===== src/rtl/cpu_run_monitor_pkg.sv =====
// Shared types and constants for the CPU run monitor.
package cpu_run_monitor_pkg;

   typedef enum logic [1:0] {
      StIdle,
      StRst,
      StRun,
      StDone
   } state_e;

   typedef enum logic [2:0] {
      StatusNone     = 3'd0,
      StatusSyscall  = 3'd1,
      StatusEndPc    = 3'd2,
      StatusSelfLoop = 3'd3,
      StatusTimeout  = 3'd4
   } status_e;

   localparam logic [31:0] SYSCALL_INSTR = 32'h0000_000C;

endpackage


===== src/rtl/pc_trace_buffer.sv =====
// Ring buffer of recently executed PCs; index 0 reads the most recent push.
module pc_trace_buffer #(
   parameter int unsigned PC_WIDTH    = 32,
   parameter int unsigned TRACE_DEPTH = 8
) (
   input  logic                           clk_i,
   input  logic                           reset_i,
   input  logic                           clear_i,
   input  logic                           push_i,
   input  logic [PC_WIDTH-1:0]            din_i,
   input  logic [$clog2(TRACE_DEPTH)-1:0] idx_i,
   output logic [PC_WIDTH-1:0]            dout_o
);

   localparam int unsigned IdxW = $clog2(TRACE_DEPTH);

   logic [PC_WIDTH-1:0] mem_q [TRACE_DEPTH];
   logic [IdxW-1:0]     wr_ptr_q, wr_ptr_d;
   logic [IdxW:0]       fill_q, fill_d;
   logic [IdxW-1:0]     rd_ptr;

   always_comb begin
      wr_ptr_d = wr_ptr_q;
      fill_d   = fill_q;
      if (clear_i) begin
         wr_ptr_d = '0;
         fill_d   = '0;
      end else if (push_i) begin
         wr_ptr_d = wr_ptr_q + 1'b1;
         if (fill_q != (IdxW + 1)'(TRACE_DEPTH)) begin
            fill_d = fill_q + 1'b1;
         end
      end
   end

   always_ff @(posedge clk_i) begin
      if (reset_i) begin
         wr_ptr_q <= '0;
         fill_q   <= '0;
      end else begin
         wr_ptr_q <= wr_ptr_d;
         fill_q   <= fill_d;
      end
   end

   // Storage is not reset; the fill count masks stale entries on read.
   always_ff @(posedge clk_i) begin
      if (push_i && !clear_i) begin
         mem_q[wr_ptr_q] <= din_i;
      end
   end

   always_comb begin
      rd_ptr = wr_ptr_q - 1'b1 - idx_i;
      dout_o = ({1'b0, idx_i} < fill_q) ? mem_q[rd_ptr] : '0;
   end

endmodule


===== src/rtl/cpu_run_monitor.sv =====
// Run controller for the single-cycle CPU: sequences its reset, counts RUN cycles,
// detects halt conditions and records a trace of executed PCs.
module cpu_run_monitor
   import cpu_run_monitor_pkg::*;
#(
   parameter int unsigned PC_WIDTH     = 32,
   parameter int unsigned RESET_CYCLES = 2,
   parameter int unsigned TIMEOUT      = 1024,
   parameter int unsigned SELF_LOOP    = 4,
   parameter int unsigned TRACE_DEPTH  = 8,
   parameter int unsigned CNT_WIDTH    = 16
) (
   input  logic                           clk_i,
   input  logic                           reset_i,
   input  logic                           start_i,
   input  logic [PC_WIDTH-1:0]            end_pc_i,
   input  logic [PC_WIDTH-1:0]            pc_i,
   input  logic [31:0]                    instr_i,
   output logic                           cpu_reset_o,
   output logic                           running_o,
   output logic                           done_o,
   output logic [2:0]                     status_o,
   output logic [CNT_WIDTH-1:0]           cycle_count_o,
   input  logic [$clog2(TRACE_DEPTH)-1:0] trace_idx_i,
   output logic [PC_WIDTH-1:0]            trace_pc_o
);

   localparam int unsigned RstW = $clog2(RESET_CYCLES + 1);
   localparam int unsigned RepW = $clog2(SELF_LOOP + 1);

   state_e               state_q, state_d;
   status_e              status_q, status_d, halt_cause;
   logic [RstW-1:0]      rst_cnt_q, rst_cnt_d;
   logic [CNT_WIDTH-1:0] cycle_count_q, cycle_count_d, cnt_inc;
   logic [RepW-1:0]      rep_q, rep_d, rep_inc;
   logic [PC_WIDTH-1:0]  prev_pc_q, prev_pc_d;
   logic                 have_prev_q, have_prev_d;
   logic                 cpu_reset_q, running_q, done_q;
   logic                 begin_run, pc_same, trace_clear, trace_push;

   always_comb begin
      state_d       = state_q;
      status_d      = status_q;
      rst_cnt_d     = rst_cnt_q;
      cycle_count_d = cycle_count_q;
      rep_d         = rep_q;
      prev_pc_d     = prev_pc_q;
      have_prev_d   = have_prev_q;
      halt_cause    = StatusNone;
      begin_run     = 1'b0;
      trace_push    = 1'b0;
      cnt_inc       = cycle_count_q + 1'b1;
      rep_inc       = rep_q + 1'b1;
      pc_same       = have_prev_q && (pc_i == prev_pc_q);

      unique case (state_q)
         StIdle: begin
            if (start_i) begin
               begin_run = 1'b1;
            end
         end
         StRst: begin
            if (rst_cnt_q == RstW'(RESET_CYCLES - 1)) begin
               state_d = StRun;
            end else begin
               rst_cnt_d = rst_cnt_q + 1'b1;
            end
         end
         StRun: begin
            cycle_count_d = cnt_inc;
            trace_push    = 1'b1;
            prev_pc_d     = pc_i;
            have_prev_d   = 1'b1;
            rep_d         = pc_same ? rep_inc : '0;
            if (instr_i == SYSCALL_INSTR) begin
               halt_cause = StatusSyscall;
            end else if (pc_i == end_pc_i) begin
               halt_cause = StatusEndPc;
            end else if (pc_same && (rep_inc == RepW'(SELF_LOOP))) begin
               halt_cause = StatusSelfLoop;
            end else if (cnt_inc == CNT_WIDTH'(TIMEOUT)) begin
               halt_cause = StatusTimeout;
            end
            // A halt takes the transition, so a coincident start is dropped.
            if (halt_cause != StatusNone) begin
               status_d = halt_cause;
               state_d  = StDone;
            end
         end
         StDone: begin
            if (start_i) begin
               begin_run = 1'b1;
            end
         end
         default: state_d = StIdle;
      endcase

      if (begin_run) begin
         state_d       = StRst;
         rst_cnt_d     = '0;
         cycle_count_d = '0;
         status_d      = StatusNone;
         rep_d         = '0;
         have_prev_d   = 1'b0;
      end
      trace_clear = begin_run;
   end

   always_ff @(posedge clk_i) begin
      if (reset_i) begin
         state_q       <= StIdle;
         status_q      <= StatusNone;
         rst_cnt_q     <= '0;
         cycle_count_q <= '0;
         rep_q         <= '0;
         prev_pc_q     <= '0;
         have_prev_q   <= 1'b0;
         cpu_reset_q   <= 1'b1;
         running_q     <= 1'b0;
         done_q        <= 1'b0;
      end else begin
         state_q       <= state_d;
         status_q      <= status_d;
         rst_cnt_q     <= rst_cnt_d;
         cycle_count_q <= cycle_count_d;
         rep_q         <= rep_d;
         prev_pc_q     <= prev_pc_d;
         have_prev_q   <= have_prev_d;
         cpu_reset_q   <= (state_d != StRun);
         running_q     <= (state_d == StRun);
         done_q        <= (state_d == StDone);
      end
   end

   pc_trace_buffer #(
      .PC_WIDTH    (PC_WIDTH),
      .TRACE_DEPTH (TRACE_DEPTH)
   ) u_trace (
      .clk_i   (clk_i),
      .reset_i (reset_i),
      .clear_i (trace_clear),
      .push_i  (trace_push),
      .din_i   (pc_i),
      .idx_i   (trace_idx_i),
      .dout_o  (trace_pc_o)
   );

   assign cpu_reset_o   = cpu_reset_q;
   assign running_o     = running_q;
   assign done_o        = done_q;
   assign status_o      = status_q;
   assign cycle_count_o = cycle_count_q;

endmodule


===== config.mk =====
export PLATFORM = sky130hd
export DESIGN_NAME = cpu_run_monitor
export DESIGN_NICKNAME = d
export VERILOG_FILES = /design/src/rtl/cpu_run_monitor_pkg.sv /design/src/rtl/pc_trace_buffer.sv /design/src/rtl/cpu_run_monitor.sv
export SDC_FILE = /design/constraint.sdc
export NUM_CORES = 1
export LEC_CHECK = 0
export BUFFER_PORTS_ARGS = -buffer_cell sky130_fd_sc_hd__buf_2
export CAP_MARGIN = 40
export CORE_MARGIN = 2
export CORE_UTILIZATION = 61
export DETAILED_ROUTE_END_ITERATION = 8
export PLACE_DENSITY = 0.83
export SETUP_SLACK_MARGIN = 0.05
export SLEW_MARGIN = 20
export SYNTH_ARGS = -nofsm -noshare
export SYNTH_HDL_FRONTEND = slang
export SYNTH_SLANG_ARGS = --single-unit

===== constraint.sdc =====
create_clock -name clk_i -period 11.6 [get_ports clk_i]
set_input_delay 1.16 -clock clk_i [delete_from_list [all_inputs] [get_ports clk_i]]
set_output_delay 1.16 -clock clk_i [all_outputs]
set_load 0.02 [all_outputs]

; ---- Yosys cells after proc, flatten, opt, wreduce, memory -nomap -nowiden
; Memories as Yosys holds them, arrays and structs flattened.
; Cells that the tools add are included.
[word_totals]
latch_bits = 0
out_inout_bits = 54
inputBits = 102
mem_bits_rw = 256
elab_cells = 62
romBits = 0
memories = 1
ff_bits = 69
[memory_table]
columns = name, words, word_bits, rd, rd_clocked_by_memory_dff, wr, line
row1 = u_trace.mem_q, 8, 32, 1, 0, 1, pc_trace_buffer.sv:17  ; logic [PC_WIDTH-1:0] mem_q [TRACE_DEPTH];
[op_classes]
eq_ne = 13
n_div = 0
multipliers = 0
bitwise = 1
mux = 16
n_lt_le_gt_ge = 1
add_sub_neg = 7
shift = 0
n_reduce_logical = 11
[ops]
columns = op, count
row1 = $eq 32x32->1, 2
row2 = $eq 32x4->1 const B, 1
row3 = $mux 32, 1
row4 = $mux 3, 6
row5 = $add 16x1->16 const B, 1
row6 = $eq 16x11->1 const B, 1
row7 = $eq 2x2->1 const B, 4
row8 = $add 3x1->3 const B, 2
row9 = $mux 2, 3
row10 = $reduce_and 2->1, 3
row11 = $mux 1, 5
row12 = $add 4x1->4 const B, 1
row13 = $eq 2x1->1 const B, 2
row14 = $lt 3x4->1, 1
row15 = $ne 4x4->1 const B, 1
row16 = $pmux 2 s2, 1
row17 = $reduce_or 2->1, 2
row18 = $eq 3x3->1 const B, 1
row19 = $logic_and 1x1->1, 3
row20 = $reduce_bool 3->1, 1
row21 = $sub 3x1->3 const B, 1
row22 = $sub 3x3->3, 1
row23 = $add 2x1->2 const B, 1
row24 = $logic_not 2->1, 1
row25 = 3 further kinds, 3

; ---- Depth between registers and ports, before layout
; Gate-level depths: netlist of run 1.
[logic_depth]
ltp_word = 12
depth_mapped = 9
ltp_nobuf = 8

; ---- Modules after synthesis
; A second synthesis of run 1 with hierarchy kept.
[hier_totals]
hier_cells = 880
hier_area_um2 = 14068.5
[modules_own_cells]
columns = module, area_each_um2, cells_each, instances, seq_area_each_um2
row1 = pc_trace_buffer, 10421.2, 469, 1, 7827.5
row2 = cpu_run_monitor, 3647.2, 411, 1, 1241.2

; ---- Worst setup path after synthesis of run 1
; OpenSTA, ideal clock, no wires.
[synth_timing]
path_type = input to output
startpoint = input trace_idx_i[0]
endpoint = output trace_pc_o[10]
path_slack_ns = 7.285
required_time_ns = 10.440
t_arrival_ns = 3.155
path_buffers = 2
stages = 9
cell_sequence = inv_1 -> ha_1 -> inv_1 -> fa_1 -> buf_1 -> clkbuf_1 -> mux4_2 -> nand2_1 -> a21oi_1
[synth_between]
elab_chain_len = 3
word_cells_on_any_way = 4
[synth_rtl]
columns = item, line
row1 = start: declaration, cpu_run_monitor.sv:24  ; input logic [$clog2(TRACE_DEPTH)-1:0] trace_idx_i,
row2 = $sub 3x3->3, pc_trace_buffer.sv:54  ; rd_ptr = wr_ptr_q - 1'b1 - idx_i;
row3 = $mem_v2 8x32, n/a
row4 = $mux 32 (*), pc_trace_buffer.sv:55  ; dout_o = ({1'b0, idx_i} < fill_q) ? mem_q[rd_ptr] : '0;
row5 = end: declaration, cpu_run_monitor.sv:25  ; output logic [PC_WIDTH-1:0] trace_pc_o
; Every way passes the cells marked *; elsewhere a longest branch is shown, timed or not.

; ---- Final worst setup path of run 1
[layout_timing]
startpoint = input trace_idx_i[0]
endpoint = output trace_pc_o[31]
; The elaborated chain is that of the path after synthesis.

==> results of run 1 <==
==> cells by family after synthesis <==
family / after synthesis / synth area share
adders and majority gates: 14 / 0.0134
DFF: 325 / 0.666
AOI/OAI and AO/OA: 62 / 0.0277
muxes: 100 / 0.132
and+or+nand+nor: 254 / 0.0885
xor gates and xnor gates: 90 / 0.0579
buffers and inverters: 51 / 0.0141
==> cell usage after synthesis (13+ instances only) <==
master    count
nand4_1      18
xor2_1       59
mux2i_1      35
mux4_2       64
nor4_1       20
nor2_1       76
dfxtp_1      69
inv_1        13
clkbuf_1     31
a21oi_1      40
xnor2_1      31
edfxtp_1    256
nand2_1      89
ha_1         13
==> path summary, 6_finish.rpt <==
kind	from	endpoint	slack, ps	cells after the start
max	trace_idx_i[0]	trace_pc_o[31]	6770	11
min	rep_q[1]	rep_q[1]	480	2
max reg2reg	state_q[0]	status_o[1]	8290	9
min reg2reg	rep_q[1]	rep_q[1]	480	2
==> flip-flops by register name (all words and copies together) (netlist names) <==
register and count:
u_trace.fill_q 4, cpu_reset_o 1, running_o 1, state_q 2, have_prev_q 1, status_o 3
cycle_count_o 16, rst_cnt_q 2, rep_q 3, u_trace.mem_q 256, u_trace.wr_ptr_q 3, done_o 1
prev_pc_q 32
==> cell type report <==
type,count,area share
clock inverters,20,0.0177
flip-flops and latches,325,0.566
multi-input cells,520,0.278
well taps,280,0.0219
inverters,13,0.00305
clock buffers,37,0.0511
repair buffers,173,0.0623
==> stage by stage <==
step	power, mW	util	setup slack (ps)	cells	hold slack [ps]
floorplan	1.39	-	7280	896	444
global placement	1.45	0.675	6760	1305	454
detailed placement	1.46	0.681	6710	1311	466
CTS	2.53	0.732	6700	1368	481
global route	2.59	0.732	6570	1368	497
finish	2.51	0.732	6770	1368	478
==> power by group through the flow <==
| stage | registers (mW) | logic [mW] | clock network, mW |
|---|---|---|---|
| finish | 1.26 | 0.175 | 1.07 |
| global placement | 1.29 | 0.166 | 0 |
| floorplan | 1.29 | 0.101 | 0 |
| detailed placement | 1.29 | 0.173 | 0 |
| CTS | 1.26 | 0.175 | 1.09 |
| global route | 1.26 | 0.189 | 1.13 |
==> worst max-delay path: stages <==
cell	delay, ps
buf_2	100
inv_1	90
ha_4	130
inv_1	50
fa_2	530
buf_4	370
buf_12	290
mux4_2	250
nand2_1	70
a21oi_1	320
buf_2	230
==> metal layers <==
metal  track usage  wire [um]
met1         0.351      12000
met3        0.0459       2400
met2         0.429      15100
met4         0.107       1070
met5             0         13
==> impl_metrics.tcl, run 1 <==
set metrics [dict create \
    critPathRequiredTime_ps 10440 \
    avgSynthCellArea_um2 15.2 \
    synth_top_flop_cell "edfxtp_1" \
    p_int_mw 1.99 \
    grt.overflow.total 0 \
    avgViaCountPerCell 6.13 \
    cts_resized 0 \
    worstPathArrival_ps 3670 \
    grt_max_degree 60 \
    rsz0062_at_grt "false" \
    dp_hpwl_um 18900 \
    place_area_um2 14900 \
    synth_cells 896 \
    die_x_um 153 \
    p_seq_frac 0.504 \
    tritoncts "done" \
    final_common_cell "edfxtp_1" \
    worst_pin_slew_ps 844 \
    ys_types 50 \
    syn-num-nets 1012 \
    track_usage 0.261 \
    fillers 1342 \
    p_comb_frac 0.070 \
    final_cell_mix "256 x edfxtp_1, 155 x buf_2, 89 x nand2_1" \
    grt_pass1_wl_um 47200 \
    clk_pin_slew_ps 60 \
    final-setup-viol-count 0 \
    power_switching_mw 0.523 \
    relSlewSlack 0.437 \
    grt_pass1_vias 8549 \
    p_clk_frac 0.427 \
    critPathMaxFanout 40 \
    syn_area_um2 13600 \
    postCtsHoldBufs 0 \
    drive_gt1_frac 0.282 \
    drv_slew 0 \
    num-nets-final 1180 \
    die-height_um 153 \
    crit_path_start_kind "input port" \
    io_pins 156 \
    ys_top_cells_by_area "edfxtp_1 56%, mux4_2 11%, dfxtp_1 10%" \
    swShare 0.208 \
    crit_type "input port to output pin" \
    cp-end-kind "output pin" \
    drc_errors 0 \
    skew_ps 12.6 \
    final_hold_viol_count 0 \
    peakVddDrop_uv 84.8 \
    yosysTopAreaCell "edfxtp_1" \
    yosysWarnings 0 \
    post-route-period-util 0.416 \
    initial_utilization 0.622 \
    ys_ff_latch 325 \
    status "finished clean" \
    clk_path_buf_depth 3 \
    cts_sinks 325 \
    powerDensity_nw_per_um2 157 \
    multi_input_area_um2 4450 \
    row_count 54 \
    period_minus_slack_ps 4830 \
    fin_area_um2 16000 \
    setup_tns_ps 0 \
    ff_latch_area_um2 9070 \
    hold_class "flop to flop" \
    die_area_um2 23500 \
    root_buffer "clkbuf_16" \
    htree_num_levels 1 \
    fmax_mhz 207 \
    async_flop_share 0 \
    ant_nets 0 \
    io_buffers 155 \
    yosys.area.top_type_share 0.565 \
    finalWeightedCongestion 0.918 \
    vias 8391 \
    area_growth_pct 17.7 \
    cts_buffers 31 \
    antenna_cells 0 \
    synth_edf_count 256 \
    cap_violations 0 \
    core_um2 21900 \
    wl_per_cell_um 22.3 \
    ys_seq_area_frac 0.666 \
    detail_route.iter0.violations 675 \
    finalWirelength_um 30500 \
    antenna_found_initial 1 \
    firstDrtPassIters 5 \
    clk_latency_ps 540 \
    p_leak_nw 5.60 \
    post-cts-setup-buffer-count 0 \
]
(Power assumes the default switching activity.)
==> inputs of run 2 (changes only) <==
--- a/config.mk
+++ b/config.mk
@@ -8,9 +8,9 @@
 export BUFFER_PORTS_ARGS = -buffer_cell sky130_fd_sc_hd__buf_2
 export CAP_MARGIN = 40
 export CORE_MARGIN = 2
-export CORE_UTILIZATION = 61
+export CORE_UTILIZATION = 58
 export DETAILED_ROUTE_END_ITERATION = 8
-export PLACE_DENSITY = 0.83
+export PLACE_DENSITY = 0.79
 export SETUP_SLACK_MARGIN = 0.05
 export SLEW_MARGIN = 20
 export SYNTH_ARGS = -nofsm -noshare
==> constraint.sdc (replaced) <==
create_clock -name clk_i -period 4.8 [get_ports clk_i]
set_input_delay 0.48 -clock clk_i [delete_from_list [all_inputs] [get_ports clk_i]]
set_output_delay 0.48 -clock clk_i [all_outputs]
set_load 0.02 [all_outputs]
==> impl_metrics.tcl, run 2 (same netlist as run 1, synthesis figures left out) <==
set metrics [dict create \
    status "finished clean" \
    final_cell_mix "256 x edfxtp_1, 155 x buf_2, 89 x nand2_1" \
    antenna_found_initial 1 \
    post-cts-setup-buffer-count 0 \
    setup_tns_ps 0 \
    final_hold_viol_count 0 \
    busiest_layer "met2" \
    num-nets-final 1184 \
    cp-endpoint "trace_pc_o[31]" \
    hold_class "input port to flop" \
    row_count 56 \
    die_area_um2 24700 \
    clk_path_buf_depth 3 \
    utilization 0.687 \
    ant_nets 0 \
    crit_path_start_kind "flop" \
    grt.overflow.total 0 \
    regMostFlops "u_trace.mem_q" \
    gr-usage-met1 0.337 \
    holdPathStages 1 \
    rr_startpoint "state_q[0]" \
    largest_register_ffs 256 \
    peakVddDrop_uv 274 \
    firstDrtPassIters 7 \
    drc_errors 0 \
    place_area_um2 15000 \
    post-route-period-util 0.806 \
    grt_max_degree 36 \
    die-height_um 157 \
    crit_type "flop to output pin" \
    slowest_delay_ps 1030 \
    cap_violations 0 \
    dp_hpwl_um 18500 \
    powerDensity_nw_per_um2 370 \
    fmax_mhz 258 \
    htree_num_levels 1 \
    critPathMaxFanout 31 \
    critPathRequiredTime_ps 4320 \
    final_common_cell "edfxtp_1" \
    worst_pin_slew_ps 836 \
    final-setup-viol-count 0 \
    cts_sinks 325 \
    rsz0062_at_grt "false" \
    cpMaxStageDelayCell "fa_2" \
    crit_cells 8 \
    vias 8185 \
    relSlewSlack 0.441 \
    cts_buffers 31 \
    cp-end-kind "output pin" \
    reg2reg_slack_ps 1850 \
    period_minus_slack_ps 3870 \
    cts_resized 0 \
    tritoncts "done" \
    detail_route.iter0.violations 730 \
    drv_slew 0 \
    fin_area_um2 16000 \
    finalWeightedCongestion 0.829 \
    io_buffers 155 \
    area_growth_pct 17.4 \
    path_buf_inv 3 \
    met2_usage 0.416 \
    worstPathArrival_ps 3390 \
    pre_cts_ws_ps 1380 \
    postCtsHoldBufs 0 \
    io_pins 156 \
    clk_pin_slew_ps 60 \
    use_met3 0.0424 \
    clk_latency_ps 550 \
    critPathLaunch "u_trace.wr_ptr_q[0]" \
    finalWirelength_um 29900 \
    setup_ws_ps 930 \
    avgViaCountPerCell 5.81 \
    core_um2 23300 \
    p_leak_nw 5.57 \
    track_usage 0.246 \
    grt_pass1_vias 8114 \
    critPathTopFamily "adder cells" \
    grt_pass1_wl_um 45600 \
    worstReg2RegEnd "status_o[1]" \
    initial_utilization 0.585 \
    drive_gt1_frac 0.281 \
    skew_ps 10.3 \
    wl_per_cell_um 21.2 \
    die_x_um 157 \
    ff2ff_path_depth 8 \
    root_buffer "clkbuf_16" \
    path_cells "ha_4 -> inv_1 -> fa_2 -> buf_12 -> mux4_2 -> nand2_1 -> a21oi_1 -> buf_2" \
]
## run 2: metrics by stage
step	total power [mW]	hold slack (ps)	cells
final	5.91	285	1409
after global routing	6.08	281	1408
after CTS	5.94	269	1408
after detailed placement	3.54	452	1354
after global placement	3.52	441	1352
after floorplan	3.36	444	896
## run 2: area by class of cell
type                       count  area, um2
tap                          319        399
clock inverter                14        180
clock buffer                  40        830
antenna                        1       2.50
inverter                      13       48.8
fill                        1552       7280
timing repair buffer         177       1010
sequential                   325       9070
multi-input combinational    520       4450
## run 2: where the power goes
part | internal, mW | switching (mW) | total (mW)
combinational | 0.169 | 0.252 | 0.420
sequential | 3.04 | 0.0105 | 3.06
clock | 1.43 | 1.01 | 2.44
total | 4.64 | 1.27 | 5.91
## run 2: worst min path at each step
| stage | start | to | slack [ps] |
|---|---|---|---|
| final | pc_i[11] | u_trace.mem_q[5][11] | 280 |
| after global routing | pc_i[18] | u_trace.mem_q[4][18] | 280 |
| after CTS | pc_i[4] | u_trace.mem_q[2][4] | 270 |
| after detailed placement | status_o[0] | status_o[0] | 450 |
| after global placement | status_o[2] | status_o[2] | 440 |
| after floorplan | rep_q[1] | rep_q[1] | 440 |
## run 2: routing by layer
layer / share of wire / vias up / wire [um]
met5: 0 / - / 0
met4: 0.018 / 0 / 534
met3: 0.076 / 38 / 2270
met2: 0.50 / 350 / 14800
met1: 0.41 / 4068 / 12200
li1: - / 3729 / -
## run 2: worst register-to-register path: cells and delay by family, from the launching register on
kind | cells | cell delay, ps
flops | 1 | 360
buf+inv | 2 | 370
fa+ha+maj | 1 | 540
compound gates | 2 | 750
simple gates | 3 | 820
